File: config.mk
export PLATFORM = sky130hd
export DESIGN_NAME = dequantization_flat
export DESIGN_NICKNAME = d
export VERILOG_FILES = /design/src/rtl/dequantization_if.sv /design/src/rtl/dequantization.sv /design/src/flat_wrapper.sv
export SDC_FILE = /design/constraint.sdc
export NUM_CORES = 1
export LEC_CHECK = 0
export CORE_MARGIN = 2
export CORE_UTILIZATION = 30
export CTS_BUF_LIST = sky130_fd_sc_hd__clkbuf_16
export CTS_CLUSTER_DIAMETER = 200
export DETAILED_ROUTE_END_ITERATION = 8
export PLACE_DENSITY = 0.45
export SLEW_MARGIN = 20
export SYNTH_ARGS = -nofsm -noshare
export SYNTH_HDL_FRONTEND = slang
export SYNTH_SLANG_ARGS = --single-unit
File: constraint.sdc
create_clock -name clk -period 4.66 [get_ports clk]
set_input_delay 0.932 -clock clk [delete_from_list [all_inputs] [get_ports clk]]
set_output_delay 0.932 -clock clk [all_outputs]
set_load 0.01 [all_outputs]
File: src/rtl/dequantization_if.sv
// Sample/calibration bus for the dequantization block.
// The master drives samples and calibration requests; the slave returns results and status.
interface dequantization_if;
  logic               start_calib;
  logic [31:0]        max_abs;
  logic signed [7:0]  data_in;
  logic               data_valid;
  logic signed [31:0] data_out;
  logic               data_valid_out;
  logic               calib_busy;
  logic               calib_ready;
  logic               data_ready;
  logic [31:0]        scale;

  modport master (
    output start_calib, max_abs, data_in, data_valid,
    input  data_out, data_valid_out, calib_busy, calib_ready, data_ready, scale
  );

  modport slave (
    input  start_calib, max_abs, data_in, data_valid,
    output data_out, data_valid_out, calib_busy, calib_ready, data_ready, scale
  );
endinterface

File: src/rtl/dequantization.sv
// int8 -> int32 dequantizer: calibrates a Q24.8 scale = (max_abs<<8)/QMAX with a serial
// restoring divider, then streams data_in*scale>>8. DEQUANT_ROUND_EN selects round-half-up.
module dequantization #(
  parameter int QMAX      = 127,
  parameter int FRAC_BITS = 8
) (
  input  logic         clk,
  input  logic         reset_n,
  dequantization_if.slave bus
);

  localparam int DIV_W  = 32 + FRAC_BITS;
  localparam int CNT_W  = $clog2(DIV_W + 1);
  localparam int PROD_W = 33 + 8;
  localparam logic [32:0] QMAX_W = 33'(QMAX);
`ifdef DEQUANT_ROUND_EN
  localparam logic signed [PROD_W-1:0] ROUND_OFS = PROD_W'(2 ** (FRAC_BITS - 1));
`else
  localparam logic signed [PROD_W-1:0] ROUND_OFS = '0;
`endif

  typedef enum logic [1:0] {IDLE, CALIB, READY} state_t;

  state_t                    state_q, state_d;
  logic [DIV_W-1:0]          div_q, div_d;
  logic [31:0]               rem_q, rem_d;
  logic [CNT_W-1:0]          cnt_q, cnt_d;
  logic [31:0]               scale_q, scale_d;
  logic                      calib_ready_q, calib_ready_d;
  logic                      s1_valid_q, s1_valid_d;
  logic signed [PROD_W-1:0]  s1_prod_q, s1_prod_d;
  logic                      out_valid_q, out_valid_d;
  logic signed [31:0]        data_out_q, data_out_d;

  logic                      accept_calib;
  logic [32:0]               trial;
  logic                      q_bit;
  logic [31:0]               quot_sat;
  logic signed [PROD_W-1:0]  rounded;

  always_comb begin
    state_d       = state_q;
    div_d         = div_q;
    rem_d         = rem_q;
    cnt_d         = cnt_q;
    scale_d       = scale_q;
    calib_ready_d = calib_ready_q;
    accept_calib  = bus.start_calib && (state_q != CALIB);
    trial         = {rem_q, div_q[DIV_W-1]};
    q_bit         = (trial >= QMAX_W);
    quot_sat      = (|div_q[DIV_W-1:32]) ? 32'hFFFF_FFFF : div_q[31:0];

    case (state_q)
      IDLE: begin
        if (bus.start_calib) state_d = CALIB;
      end
      CALIB: begin
        if (cnt_q == CNT_W'(DIV_W)) begin
          scale_d       = quot_sat;
          calib_ready_d = 1'b1;
          state_d       = READY;
        end else begin
          // Dividend bits shift out the top while quotient bits fill in from the bottom.
          rem_d = q_bit ? 32'(trial - QMAX_W) : trial[31:0];
          div_d = {div_q[DIV_W-2:0], q_bit};
          cnt_d = cnt_q + CNT_W'(1);
        end
      end
      READY: begin
        if (bus.start_calib) state_d = CALIB;
      end
      default: state_d = IDLE;
    endcase

    // The dividend register doubles as the latched calibration range.
    if (accept_calib) begin
      div_d         = {bus.max_abs, {FRAC_BITS{1'b0}}};
      rem_d         = '0;
      cnt_d         = '0;
      calib_ready_d = 1'b0;
    end
  end

  always_comb begin
    s1_valid_d  = bus.data_valid && (state_q == READY);
    s1_prod_d   = s1_prod_q;
    if (s1_valid_d)
      s1_prod_d = PROD_W'($signed(bus.data_in)) * PROD_W'($signed({1'b0, scale_q}));
    out_valid_d = s1_valid_q;
    rounded     = s1_prod_q + ROUND_OFS;
    data_out_d  = data_out_q;
    if (s1_valid_q)
      data_out_d = 32'(rounded >>> FRAC_BITS);
  end

  always_ff @(posedge clk or negedge reset_n) begin
    if (!reset_n) begin
      state_q       <= IDLE;
      div_q         <= '0;
      rem_q         <= '0;
      cnt_q         <= '0;
      scale_q       <= '0;
      calib_ready_q <= 1'b0;
      s1_valid_q    <= 1'b0;
      s1_prod_q     <= '0;
      out_valid_q   <= 1'b0;
      data_out_q    <= '0;
    end else begin
      state_q       <= state_d;
      div_q         <= div_d;
      rem_q         <= rem_d;
      cnt_q         <= cnt_d;
      scale_q       <= scale_d;
      calib_ready_q <= calib_ready_d;
      s1_valid_q    <= s1_valid_d;
      s1_prod_q     <= s1_prod_d;
      out_valid_q   <= out_valid_d;
      data_out_q    <= data_out_d;
    end
  end

  assign bus.calib_busy     = (state_q == CALIB);
  assign bus.data_ready     = (state_q == READY);
  assign bus.calib_ready    = calib_ready_q;
  assign bus.scale          = scale_q;
  assign bus.data_out       = data_out_q;
  assign bus.data_valid_out = out_valid_q;

endmodule

File: src/flat_wrapper.sv
// flat-port wrapper written by rule: the top's interface ports become plain ports
module dequantization_flat 
#(
  parameter int QMAX      = 127,
  parameter int FRAC_BITS = 8
)
  (clk, reset_n, bus_start_calib, bus_max_abs, bus_data_in, bus_data_valid, bus_data_out, bus_data_valid_out, bus_calib_busy, bus_calib_ready, bus_data_ready, bus_scale);
  dequantization_if bus_i ();
  input  logic clk;
  input  logic reset_n;
  input wire logic [$bits(bus_i.start_calib)-1:0] bus_start_calib;
  input wire logic [$bits(bus_i.max_abs)-1:0] bus_max_abs;
  input wire logic [$bits(bus_i.data_in)-1:0] bus_data_in;
  input wire logic [$bits(bus_i.data_valid)-1:0] bus_data_valid;
  output wire logic [$bits(bus_i.data_out)-1:0] bus_data_out;
  output wire logic [$bits(bus_i.data_valid_out)-1:0] bus_data_valid_out;
  output wire logic [$bits(bus_i.calib_busy)-1:0] bus_calib_busy;
  output wire logic [$bits(bus_i.calib_ready)-1:0] bus_calib_ready;
  output wire logic [$bits(bus_i.data_ready)-1:0] bus_data_ready;
  output wire logic [$bits(bus_i.scale)-1:0] bus_scale;
  assign bus_i.start_calib = bus_start_calib;
  assign bus_i.max_abs = bus_max_abs;
  assign bus_i.data_in = bus_data_in;
  assign bus_i.data_valid = bus_data_valid;
  assign bus_data_out = bus_i.data_out;
  assign bus_data_valid_out = bus_i.data_valid_out;
  assign bus_calib_busy = bus_i.calib_busy;
  assign bus_calib_ready = bus_i.calib_ready;
  assign bus_data_ready = bus_i.data_ready;
  assign bus_scale = bus_i.scale;
  dequantization #(.QMAX(QMAX), .FRAC_BITS(FRAC_BITS)) u_core (.clk(clk), .reset_n(reset_n), .bus(bus_i));
endmodule
After elaboration in Yosys (flattened, before gate mapping)

Index checks and enable logic that the tools add are counted.

Multipliers: 1
Order comparisons: 1
Mux-type cells: 17
Add/sub/neg operators: 2
Reductions and logical operators: 11
Equality and inequality tests: 7

Operators with widths:

| kind                                                                   | count |
|---|---|
| 32-bit 2-to-1 mux                                                      | 5 |
| 40-bit 2-to-1 mux                                                      | 3 |
| 8-bit by 33-bit multiplier with 40-bit output                          | 1 |
| 33-bit by 7-bit >= comparator with 1-bit output, second input constant | 1 |
| 32-bit by 7-bit subtractor with 32-bit output, second input constant   | 1 |
| 6-bit 2-to-1 mux                                                       | 3 |
| 2-bit by 1-bit != test with 1-bit output, second input constant        | 4 |
| 2-bit AND reduction                                                    | 4 |
| 8-bit OR reduction                                                     | 1 |
| 6-bit by 1-bit adder with 6-bit output, second input constant          | 1 |
| 6-bit equality test, second input constant                             | 1 |
| 2-bit 2-to-1 mux                                                       | 2 |
| 2-bit one-hot mux with 2 select lines                                  | 1 |
| 2-bit nonzero test                                                     | 2 |
| 1-bit 2-to-1 mux                                                       | 3 |
| 2-bit by 1-bit equality test with 1-bit output, second input constant  | 1 |
| 2-bit equality test, second input constant                             | 1 |
| 1-bit logical AND                                                      | 2 |
| 2-bit logical NOT                                                      | 1 |
| 2-bit OR reduction                                                     | 1 |

Output and inout bits: 68
Logic and storage cells: 49
Bits in registers: 187

Logic depth before layout (Yosys ltp)

Gate-level depths: netlist of run 1.

Word-level depth: 5
Gate-level depth with buffers: 20

Least setup slack after synthesis of run 1

Ideal clock, no wire load.

Kind: input -> register
Start point: input port bus_data_in[7]
End point: register u_core.s1_prod_q[27]
Data arrival time: 5.871 ns
Cell stages on the path: 19
Slack: -1.280 ns
Path buffers: 2
Data required time: 4.591 ns
Cell sequence: inv_1 -> clkbuf_1 -> buf_1 -> nor2_1 -> fa_1 -> fa_1 -> fa_1 -> inv_1 -> fa_1 -> inv_1 -> ha_1 -> a21oi_1 -> o211ai_1 -> a211o_1 -> a22o_1 -> a41o_1 -> a21oi_1 -> or4b_2 -> nand3_1

Word-level cells in the longest chain between the ends: 1

Ends and longest elaborated chain:

| item                                          | line                  | source |
|---|---|---|
| start, declared                               | flat_wrapper.sv:13    | `input wire logic [$bits(bus_i.data_in)-1:0] bus_data_in;` |
| 8-bit by 33-bit multiplier with 40-bit output | dequantization.sv:88  | `s1_prod_d = PROD_W'($signed(bus.data_in)) * PROD_W'($signed({1'b0, scale_q}));` |
| end signal, assigned                          | dequantization.sv:116 | `s1_prod_q <= s1_prod_d;` |
| end, declared                                 | dequantization.sv:31  | `logic signed [PROD_W-1:0] s1_prod_q, s1_prod_d;` |

No other way between the ends.
A chain may end at the register's enable or synchronous reset.

Worst setup path after layout of run 1

Start point: input port bus_data_in[3]
End point: register u_core.s1_prod_q[31]

The elaborated chain is that of the path after synthesis.

==> results by group, run 1 <==
Cells and area
  – Layout cells sized above 1: 0.244
  – Ant. Diodes: 0
  – Post-layout util: 0.412
  – Post-Layout Cell Count: 2633
  – Layout area overhead: 35.2%
  – Filler cell count: 5098
  – Net count, final: 2252

Critical path
  – CP Data Arrival Time: 5.47 ns
  – Crit path launch type: primary input
  – Crit path buf inv count: 2
  – Crit path kind: primary input to flop
  – Kind of cell adding the most delay to the critical path: adder cells
  – Slowest CP cell: fa_2
  – Worst endpoint required time: 5.02 ns
  – CP dominant cell by count: fa_1
  – RR Startpoint: u_core.bus.scale[19]
  – Critical Path Sink Type: flop
  – Crit path largest cell delay: 0.59 ns
  – Critical path peak fanout: 7
  – Crit path from: bus_data_in[3]
  – CP cell instances: buf_12, bufbuf_16, and2_1, fa_1, fa_1, fa_2, fa_1, ha_4, nand3_2, o211ai_1, a211o_1, a22o_1, a41o_4, a21o_1, a21oi_2, a221o_1

STA
  – Period minus WS final: 5.10 ns
  – RSZ-0062 raised after global routing: yes
  – Worst-margin pin slew: 1.02 ns
  – Worst setup margin: -0.443 ns
  – Hold Vio Cnt, Final: 0
  – Fin Clk Skew: 0.0189 ns
  – Final worst path period share: 1.10
  – Worst relative slew slack: 0.323
  – Max-slew violation count: 0
  – Peak Freq: 196 MHz
  – # setup viols final: 27

Global routing
  – First-pass GRT wire length: 72300 µm
  – Initial antenna violation count: 0
  – Vias in the first global route: 12.7k
  – Largest net degree at the start of global routing: 114
  – Total global routing overflow: 0
  – GRT Overall Usage: 0.174

Outcome
  – Failing checks: negative setup slack
  – Status: finished with violations

Run
  – Max-Cap Viols: 0

Worst hold path
  – Hold Crit Class: flop to flop
  – HP Start: u_core.s1_prod_q[15]

Synthesis
  – Ys flop type: dfrtp_1
  – Number of synthesized flops with an enable pin: 0
  – Synthesized area: 15700 µm²
  – Post-synthesis sequential area ratio: 0.286
  – Async SR Flop Fraction: 1.00
  – Ys Warns: 0
  – Avg Cell Area, Syn: 9.54 µm²
  – Syn Inst Count: 1645
  – FF+latch count, synth: 179
  – Syn nets: 1957
  – Distinct cells, synth: 61

Detailed routing
  – WL per Instance: 16.9 µm
  – Detail-routed via count per cell: 4.58
  – Drt drc: 0
  – Starting DRT DRC Count: 574
  – Final wirelength: 44600 µm
  – Antenna-violating nets left: 0
  – First-pass DRT Iterations: 5
  – DR vias: 12.1k

Place
  – Place WS: -1.48 ns
  – Post-DP HPWL: 32100 µm
  – Port bufs: 111
  – Inst Count DP: 2558
  – Final estimated routing congestion in global placement: 0.787

Die
  – Die footprint: 54100 µm²
  – Die width: 233 µm
  – FP Rows: 83
  – IO Count: 112
  – Core area: 51500 µm²
  – Die height: 233 µm
  – Starting Density: 0.305

CTS
  – Latest clock arrival within the worst-skew pair: 0.49 ns
  – Sinks on Clock Net: 179
  – Longest Clk Path Bufs: 2
  – Clock slew at reported path FFs: 0.07 ns
  – CTS tree: done
  – CTS buffer count: 17
  – CTS H-tree depth: 4
  – Clock root cell: clkbuf_16
==> cells in the mapped netlist, types with 3 or more instances <==
cell | number | area, µm²
o41ai_1 | 3 | 26.3
clkbuf_1 | 62 | 233
nor3_1 | 17 | 85.1
inv_1 | 252 | 946
dfrtp_1 | 179 | 4480
nor4_1 | 8 | 50.1
or3_1 | 7 | 43.8
o211ai_1 | 9 | 67.6
nand3_1 | 53 | 265
nand4b_1 | 3 | 26.3
buf_1 | 7 | 26.3
nand4_1 | 5 | 31.3
o21bai_1 | 4 | 30.0
xor2_1 | 25 | 219
nand2b_1 | 8 | 50.1
or4_1 | 7 | 52.6
o21ai_1 | 22 | 110
fa_1 | 179 | 3580
o31ai_1 | 6 | 45.0
o21ai_0 | 43 | 215
and3_1 | 7 | 43.8
nor2_1 | 62 | 233
mux2_2 | 34 | 383
and2_1 | 199 | 1240
nand2_1 | 166 | 623
a21oi_1 | 33 | 165
o22a_1 | 32 | 280
ha_1 | 89 | 1110
a21o_1 | 15 | 113
xnor2_1 | 31 | 272
a311oi_1 | 3 | 26.3
a31oi_1 | 7 | 43.8
a22oi_1 | 33 | 248
==> what timing repair did <==
action | 4_1_cts | 5_1_grt
gates cloned | 16 | 1
pin swaps | 100 | 104
hold buffers | 0 | 0
setup buffers | 18 | 11
resized for setup | 141 | 89
setup endpoints to repair | 32 | 29
==> final cells by class <==
class	instances	area [µm²]	share of cell area
Sequential cell	179	4480	0.211
Clock buffer	17	425	0.0201
Tap cell	680	851	0.0401
Inverter	252	958	0.0452
Clock inverter	15	168	0.00791
Timing Repair Buffer	343	3410	0.161
Timing Repair inverter	3	36.3	0.00171
Multi-Input combinational cell	1144	10900	0.513
==> worst reg2reg max path: stages, from the launching register on <==
cell and delay (ns):
dfrtp_1 0.49, buf_4 0.22, and2_1 0.18, fa_1 0.54
fa_2 0.41, fa_1 0.51, inv_1 0.05, fa_2 0.53
inv_2 0.05, ha_4 0.16, a21oi_4 0.14, o21ai_4 0.09
a221oi_4 0.30, o311ai_2 0.13, o31a_1 0.29, or3_4 0.40
o21a_1 0.21, o211ai_1 0.16
==> cells by family (layout without fill, tap and decap cells) <==
family                   Yosys count  after routing  share of synthesized area
AO/OA/AOI/OAI                    231            231                     0.0995
flip-flops                       179            179                      0.286
adder cells (fa/ha/maj)          268            268                      0.299
multiplexers                      35             35                     0.0250
XOR/XNOR                          56             56                     0.0313
AND/OR/NAND/NOR                  554            554                      0.182
buffers and inverters            322            630                     0.0773
==> metrics by stage <==
stage               area, µm²  TNS (ns)  hold slack, ns
floorplan               16100     -9.51           0.352
global placement        19300    -36.82           0.463
detailed placement      19300    -38.93           0.468
CTS                     20800     -9.13           0.484
global route            21200    -11.57           0.503
finish                  21200     -8.05           0.480
==> placed cells by master, fill, tap and decap left out, types with 49 or more instances in the layout <==
cell type,n
and2_1,169
fa_1,168
buf_4,190
nand3_1,49
ha_1,67
nand2_1,160
clkdlybuf4s50_1,102
inv_1,232
dfrtp_1,179
nor2_1,49
==> sequential cells by signal (all words and copies together), names as in the netlist <==
register,cells
u_core.s1_prod_q,32
u_core.bus.calib_ready,1
u_core.bus.data_out,32
u_core.out_valid_d,1
u_core.bus.scale,32
u_core.div_q,40
u_core.bus.data_valid_out,1
u_core.cnt_q,6
u_core.rem_q,32
u_core.state_q,2
==> final timing paths <==
kind | endpoint | slack [ns] | depth (start not counted)
setup / recovery | u_core.s1_prod_q[31] | -0.44 | 16
hold / removal | u_core.s1_prod_q[15] | 0.48 | 2
setup reg to reg | u_core.s1_prod_q[38] | -0.28 | 17
hold reg to reg | u_core.s1_prod_q[15] | 0.48 | 2
max in group asynchronous | u_core.s1_prod_q[9] | 3.18 | 2
min in group asynchronous | u_core.bus.scale[27] | 0.53 | 1
==> metal layers <==
metal | vias up | GRT usage | routed length, µm
li1 | 5900 | - | -
met1 | 5917 | 0.245 | 21800
met2 | 200 | 0.271 | 20100
met3 | 48 | 0.0256 | 1440
met4 | 0 | 0.0671 | 1310
met5 | - | 0 | 0
Power of run 1 is left out: the tool's default activity adds up to more than one toggle a clock period on the data nets, which glitch-free logic cannot reach.
==> run 2, diff against run 1 <==
--- a/config.mk
+++ b/config.mk
@@ -5,13 +5,14 @@
 export SDC_FILE = /design/constraint.sdc
 export NUM_CORES = 1
 export LEC_CHECK = 0
+export ABC_AREA = 0
 export CORE_MARGIN = 2
 export CORE_UTILIZATION = 30
 export CTS_BUF_LIST = sky130_fd_sc_hd__clkbuf_16
 export CTS_CLUSTER_DIAMETER = 200
 export DETAILED_ROUTE_END_ITERATION = 8
 export PLACE_DENSITY = 0.45
-export SLEW_MARGIN = 20
+export RECOVER_POWER = 25
 export SYNTH_ARGS = -nofsm -noshare
 export SYNTH_HDL_FRONTEND = slang
 export SYNTH_SLANG_ARGS = --single-unit
==> results by group, run 2 (synthesis gave the netlist of run 1 again) <==
Outcome
  – Status: finished with violations (unchanged)
  – Failing checks: max-capacitance violations, max-slew violations, negative setup slack (was negative setup slack)

Worst hold path
  – Hold Crit Class: flop to flop (unchanged)
  – HP Start: u_core.s1_prod_q[8] (was u_core.s1_prod_q[15])

STA
  – Worst relative slew slack: -0.980 (was 0.323)
  – Worst setup margin: -0.441 ns (was -0.443 ns)
  – RSZ-0062 raised after global routing: yes (unchanged)
  – Worst-margin pin slew: 2.97 ns (was 1.02 ns)
  – # setup viols final: 27 (unchanged)
  – Final worst path period share: 1.09 (was 1.10)
  – Period minus WS final: 5.10 ns (about the same)
  – Hold Vio Cnt, Final: 0 (unchanged)
  – Fin Clk Skew: 0.0191 ns (was 0.0189 ns)
  – Min Hold Slack: 0.480 ns (about the same)
  – Max-slew violation count: 147 (was 0)
  – Peak Freq: 196 MHz (about the same)
  – Final TNS setup: -8.11 ns (was -8.05 ns)

Critical path
  – Critical path peak fanout: 7 (unchanged)
  – CP cell instances: buf_12, bufbuf_16, and2_1, fa_1, fa_1, fa_2, fa_1, ha_4, nand3_2, o211ai_1, a211o_1, a22o_1, a41o_4, a21o_1, a21oi_2, a221o_1 (unchanged)
  – Crit path launch type: primary input (unchanged)
  – Kind of cell adding the most delay to the critical path: adder cells (unchanged)
  – RR Startpoint: u_core.bus.scale[19] (unchanged)
  – Crit path buf inv count: 2 (unchanged)
  – Crit path from: bus_data_in[3] (unchanged)
  – Crit path largest cell delay: 0.59 ns (about the same)
  – CP dominant cell by count: fa_1 (unchanged)
  – Critical Path Sink Type: flop (unchanged)
  – Worst endpoint required time: 5.02 ns (about the same)
  – Slowest CP cell: fa_2 (unchanged)
  – Crit path kind: primary input to flop (unchanged)
  – CP Data Arrival Time: 5.46 ns (was 5.47 ns)

Detailed routing
  – Starting DRT DRC Count: 595 (was 574)
  – Drt drc: 0 (unchanged)
  – WL per Instance: 16.9 µm (about the same)
  – Final wirelength: 44600 µm (about the same)
  – DR vias: 12.1k (about the same)
  – Detail-routed via count per cell: 4.60 (was 4.58)
  – Antenna-violating nets left: 0 (unchanged)
  – First-pass DRT Iterations: 5 (unchanged)

Global routing
  – Largest net degree at the start of global routing: 114 (unchanged)
  – Total global routing overflow: 0 (unchanged)
  – GRT Overall Usage: 0.174 (unchanged)
  – Initial antenna violation count: 0 (unchanged)
  – Vias in the first global route: 12.7k (unchanged)
  – First-pass GRT wire length: 72300 µm (unchanged)

CTS
  – CTS tree: done (unchanged)
  – Clock root cell: clkbuf_16 (unchanged)
  – Clock slew at reported path FFs: 0.07 ns (about the same)
  – Sinks on Clock Net: 179 (unchanged)
  – Longest Clk Path Bufs: 2 (unchanged)
  – Latest clock arrival within the worst-skew pair: 0.49 ns (about the same)
  – CTS buffer count: 17 (unchanged)
  – CTS H-tree depth: 4 (unchanged)

Die
  – Die height: 233 µm (unchanged)
  – Core area: 51500 µm² (unchanged)
  – Die footprint: 54100 µm² (unchanged)
  – IO Count: 112 (unchanged)
  – Die width: 233 µm (unchanged)
  – FP Rows: 83 (unchanged)
  – Starting Density: 0.305 (unchanged)

Cells and area
  – Biggest register: u_core.div_q (unchanged)
  – Ant. Diodes: 0 (unchanged)
  – Commonest cells after routing, fill and taps aside: inv_1, buf_4, dfrtp_1 (unchanged)
  – Layout cells sized above 1: 0.244 (about the same)
  – Filler cell count: 5101 (was 5098)
  – Net count, final: 2252 (unchanged)
  – Commonest non-fill, non-tap cell in the layout: inv_1 (unchanged)
  – Area of the multi-input gates: 10900 µm² (unchanged)
  – Max reg flops: 40 (unchanged)
  – Layout area overhead: 35.1% (was 35.2%)
  – FF/Latch Area: 4480 µm² (unchanged)
  – Layout Cell Area excl Fill: 21200 µm² (about the same)

Run
  – Max-Cap Viols: 2 (was 0)

Place
  – Place WS: -1.48 ns (unchanged)
  – Port bufs: 111 (unchanged)
  – Dpl cell area: 19300 µm² (unchanged)
  – Final estimated routing congestion in global placement: 0.787 (unchanged)
  – Post-DP HPWL: 32100 µm (unchanged)
run 2: cell types whose count changed in the layout (fill, tap and decap cells not counted), sizes merged:
cell	change
buf	-1
clkbuf	+1
run 2: worst reg2reg max path, cell delays in order, from the launching register on:
cell and delay (ns):
dfrtp_1 0.49, buf_4 0.22, and2_1 0.18, fa_1 0.54, fa_2 0.41, fa_1 0.51
inv_1 0.05, fa_2 0.53, inv_2 0.05, ha_4 0.16, a21oi_4 0.14, o21ai_4 0.09
a221oi_4 0.30, o311ai_2 0.13, o31a_1 0.29, or3_4 0.41, o21a_1 0.21, o211ai_1 0.16
run 2: worst paths after layout:
kind / depth (start not counted) / slack (ns) / endpoint
min: 2 / 0.48 / u_core.s1_prod_q[8]
min reg2reg: 2 / 0.48 / u_core.s1_prod_q[8]
max reg2reg: 17 / -0.28 / u_core.s1_prod_q[38]
max: 16 / -0.44 / u_core.s1_prod_q[31]
min in group asynchronous: 1 / 1.36 / u_core.div_q[29]
max in group asynchronous: 1 / 1.52 / u_core.cnt_q[0]
run 2: final cells by class:
cell class | instances | share of cell area
clock buffers | 17 | 0.0201
clock inverters | 15 | 0.00791
inverters | 252 | 0.0452
multi-input cells | 1144 | 0.513
flip-flops and latches | 179 | 0.211
well taps | 680 | 0.0401
repair buffers | 343 | 0.160
repair inverters | 3 | 0.00171
run 2: repair_timing:
action | 4_1_cts | 5_1_grt
setup buffers | 18 | 11
hold buffers | 0 | 0
pin swaps | 100 | 104
gates cloned | 16 | 1
resized for setup | 141 | 89
endpoints found under the setup margin | 32 | 29
run 2: per-layer routing:
metal | GRT usage | share of wire | wire length (µm)
met1 | 0.245 | 0.49 | 21800
met2 | 0.271 | 0.45 | 20200
met3 | 0.0256 | 0.031 | 1390
met4 | 0.0671 | 0.029 | 1280
met5 | 0 | 0 | 0
run 2: through the flow:
step	utilization	std cells
2_1_floorplan	-	1645
3_3_place_gp	0.374	2558
3_5_place_dp	0.374	2558
4_1_cts	0.405	2624
5_1_grt	0.411	2633
6_report	0.411	2633
Power of run 2 is left out for the same reason.
==> run 3, diff against run 2 <==
==> constraint.sdc (replaced) <==
create_clock -name clk -period 4.66 [get_ports clk]
set_input_delay 0.466 -clock clk [delete_from_list [all_inputs] [get_ports clk]]
set_output_delay 0.466 -clock clk [all_outputs]
set_load 0.01 [all_outputs]
==> results by group, run 3 (synthesis gave the netlist of run 1 again) <==
Detailed routing
  – First-pass DRT Iterations: 4 (was 5)
  – WL per Instance: 16.2 µm (was 16.9 µm)
  – Antenna-violating nets left: 0 (unchanged)
  – DR vias: 12.0k (was 12.1k)
  – Starting DRT DRC Count: 542 (was 595)
  – Drt drc: 0 (unchanged)
  – Detail-routed via count per cell: 4.54 (was 4.60)
  – Final wirelength: 42800 µm (was 44600 µm)

CTS
  – Clock root cell: clkbuf_16 (unchanged)
  – Sinks on Clock Net: 179 (unchanged)
  – Latest clock arrival within the worst-skew pair: 0.49 ns (about the same)
  – CTS tree: done (unchanged)
  – Post-CTS Hold Fix Bufs: 0 (unchanged)
  – Clock slew at reported path FFs: 0.09 ns (was 0.07 ns)
  – CTS buffer count: 17 (unchanged)
  – Longest Clk Path Bufs: 2 (unchanged)
  – CTS H-tree depth: 4 (unchanged)

Cells and area
  – Layout cells sized above 1: 0.249 (was 0.244)
  – Ant. Diodes: 0 (unchanged)
  – Filler cell count: 5192 (was 5101)
  – Biggest register: u_core.div_q (unchanged)
  – Net count, final: 2259 (was 2252)
  – Commonest cells after routing, fill and taps aside: inv_1, buf_4, and2_1 (was inv_1, buf_4, dfrtp_1)
  – Post-Layout Cell Count: 2640 (was 2633)
  – Max reg flops: 40 (unchanged)
  – Commonest non-fill, non-tap cell in the layout: inv_1 (unchanged)
  – Layout area overhead: 33.8% (was 35.1%)

Die
  – IO Count: 112 (unchanged)
  – Die footprint: 54100 µm² (unchanged)
  – Core area: 51500 µm² (unchanged)
  – Die height: 233 µm (unchanged)
  – Die width: 233 µm (unchanged)
  – Starting Density: 0.305 (unchanged)
  – FP Rows: 83 (unchanged)

Critical path
  – Crit path launch type: flop (was primary input)
  – CP Data Arrival Time: 5.18 ns (was 5.46 ns)
  – Slowest CP cell: fa_1 (was fa_2)
  – Crit path kind: flop to flop (was primary input to flop)
  – Crit path buf inv count: 4 (was 2)
  – RR Startpoint: u_core.bus.scale[6] (was u_core.bus.scale[19])
  – CP cell instances: buf_6, and2_4, fa_1, fa_1, fa_1, inv_1, fa_1, inv_2, ha_4, and4_1, a211o_4, a22o_4, buf_6, nand4_1, a21oi_2, o311a_1, o31ai_1 (was buf_12, bufbuf_16, and2_1, fa_1, fa_1, fa_2, fa_1, ha_4, nand3_2, o211ai_1, a211o_1, a22o_1, a41o_4, a21o_1, a21oi_2, a221o_1)
  – CP dominant cell by count: fa_1 (unchanged)
  – Worst endpoint required time: 5.05 ns (was 5.02 ns)
  – Kind of cell adding the most delay to the critical path: adder cells (unchanged)
  – Critical path peak fanout: 5 (was 7)
  – Crit path largest cell delay: 0.51 ns (was 0.59 ns)
  – Critical Path Sink Type: flop (unchanged)
  – Crit path from: u_core.bus.scale[6] (was bus_data_in[3])

Global routing
  – Initial antenna violation count: 2 (was 0)
  – Largest net degree at the start of global routing: 97 (was 114)
  – GRT Overall Usage: 0.168 (was 0.174)
  – Total global routing overflow: 0 (unchanged)
  – Vias in the first global route: 12.6k (was 12.7k)
  – First-pass GRT wire length: 70700 µm (was 72300 µm)

STA
  – Final TNS setup: -0.749 ns (was -8.11 ns)
  – Peak Freq: 209 MHz (was 196 MHz)
  – RSZ-0062 raised after global routing: yes (unchanged)
  – Min Hold Slack: 0.477 ns (was 0.480 ns)
  – # setup viols final: 13 (was 27)
  – Period minus WS final: 4.79 ns (was 5.10 ns)
  – Worst setup margin: -0.126 ns (was -0.441 ns)
  – Worst relative slew slack: -1.59 (was -0.980)
  – Final worst path period share: 1.03 (was 1.09)
  – Fin Clk Skew: 0.0233 ns (was 0.0191 ns)
  – Max-slew violation count: 119 (was 147)
  – Worst-margin pin slew: 3.88 ns (was 2.97 ns)
  – Hold Vio Cnt, Final: 0 (unchanged)

Outcome
  – Status: finished with violations (unchanged)
  – Failing checks: max-capacitance violations, max-slew violations, negative setup slack (unchanged)

Place
  – Port bufs: 111 (unchanged)
  – Inst Count DP: 2558 (unchanged)
  – Final estimated routing congestion in global placement: 0.828 (was 0.787)
  – Place WS: -1.04 ns (was -1.48 ns)
  – Post-DP HPWL: 31600 µm (was 32100 µm)

Run
  – Max-Cap Viols: 2 (unchanged)

Worst hold path
  – Hold Crit Class: flop to flop (unchanged)
  – HP Start: u_core.s1_prod_q[8] (unchanged)
-- run 3: cell count changes in the layout (fill, tap and decap cells not counted), moves of 4 or more --
cell | before | now
dfrtp_1 | 179 | 154
nor2_2 | 8 | 13
nor2_1 | 49 | 43
buf_16 | 9 | 0
inv_1 | 232 | 238
and2_1 | 169 | 178
inv_2 | 20 | 14
dfrtp_2 | 0 | 25
buf_4 | 189 | 202
buf_12 | 15 | 11
and2_4 | 30 | 21
-- run 3: final timing paths --
kind	cells past startpoint	slack [ns]	endpoint
min in group asynchronous	1	1.44	u_core.div_q[32]
worst max-delay path	17	-0.13	u_core.s1_prod_q[36]
max in group asynchronous	1	0.69	u_core.bus.scale[6]
worst min-delay path	2	0.48	u_core.s1_prod_q[8]
worst min register to register	2	0.48	u_core.s1_prod_q[8]
worst max register to register	17	-0.13	u_core.s1_prod_q[36]
-- run 3: stage by stage --
step / cell area, µm² / utilization
2_1_floorplan: 16000 / -
3_3_place_gp: 19200 / 0.373
3_5_place_dp: 19200 / 0.373
4_1_cts: 20700 / 0.401
5_1_grt: 21000 / 0.408
6_report: 21000 / 0.408
-- run 3: repair_timing --
action | in CTS | in global routing
resized for setup | 134 | 81
endpoints found under the setup margin | 25 | 27
setup buffers | 37 | 12
cloned | 6 | 0
pin swaps | 78 | 86
-- run 3: layer usage --
| metal | vias to the layer above | share of wire | GRT usage |
|---|---|---|---|
| met4 | 2 | 0.020 | 0.0523 |
| met5 | - | 0.00028 | 0 |
| li1 | 5917 | - | - |
| met3 | 40 | 0.047 | 0.0396 |
| met2 | 166 | 0.44 | 0.254 |
| met1 | 5873 | 0.49 | 0.238 |
-- run 3: worst register-to-register path, delay by kind of cell (launching register included) --
family	cells	cell delay (ns)
buf+inv	4	0.35
simple gates	3	0.50
fa+ha+maj	5	2.23
compound gates	5	1.21
flops	1	0.43
-- run 3: area by class of cell --
type	count	area [µm²]	share of cell area
Tap cell	680	851	0.0405
Timing Repair inverter	1	8.76	0.000417
Sequential cell	179	4510	0.215
Clock buffer	17	425	0.0203
Timing Repair Buffer	352	3240	0.154
Inverter	252	962	0.0458
Clock inverter	15	149	0.00709
Multi-Input combinational cell	1144	10800	0.517
Power of run 3 is left out for the same reason.
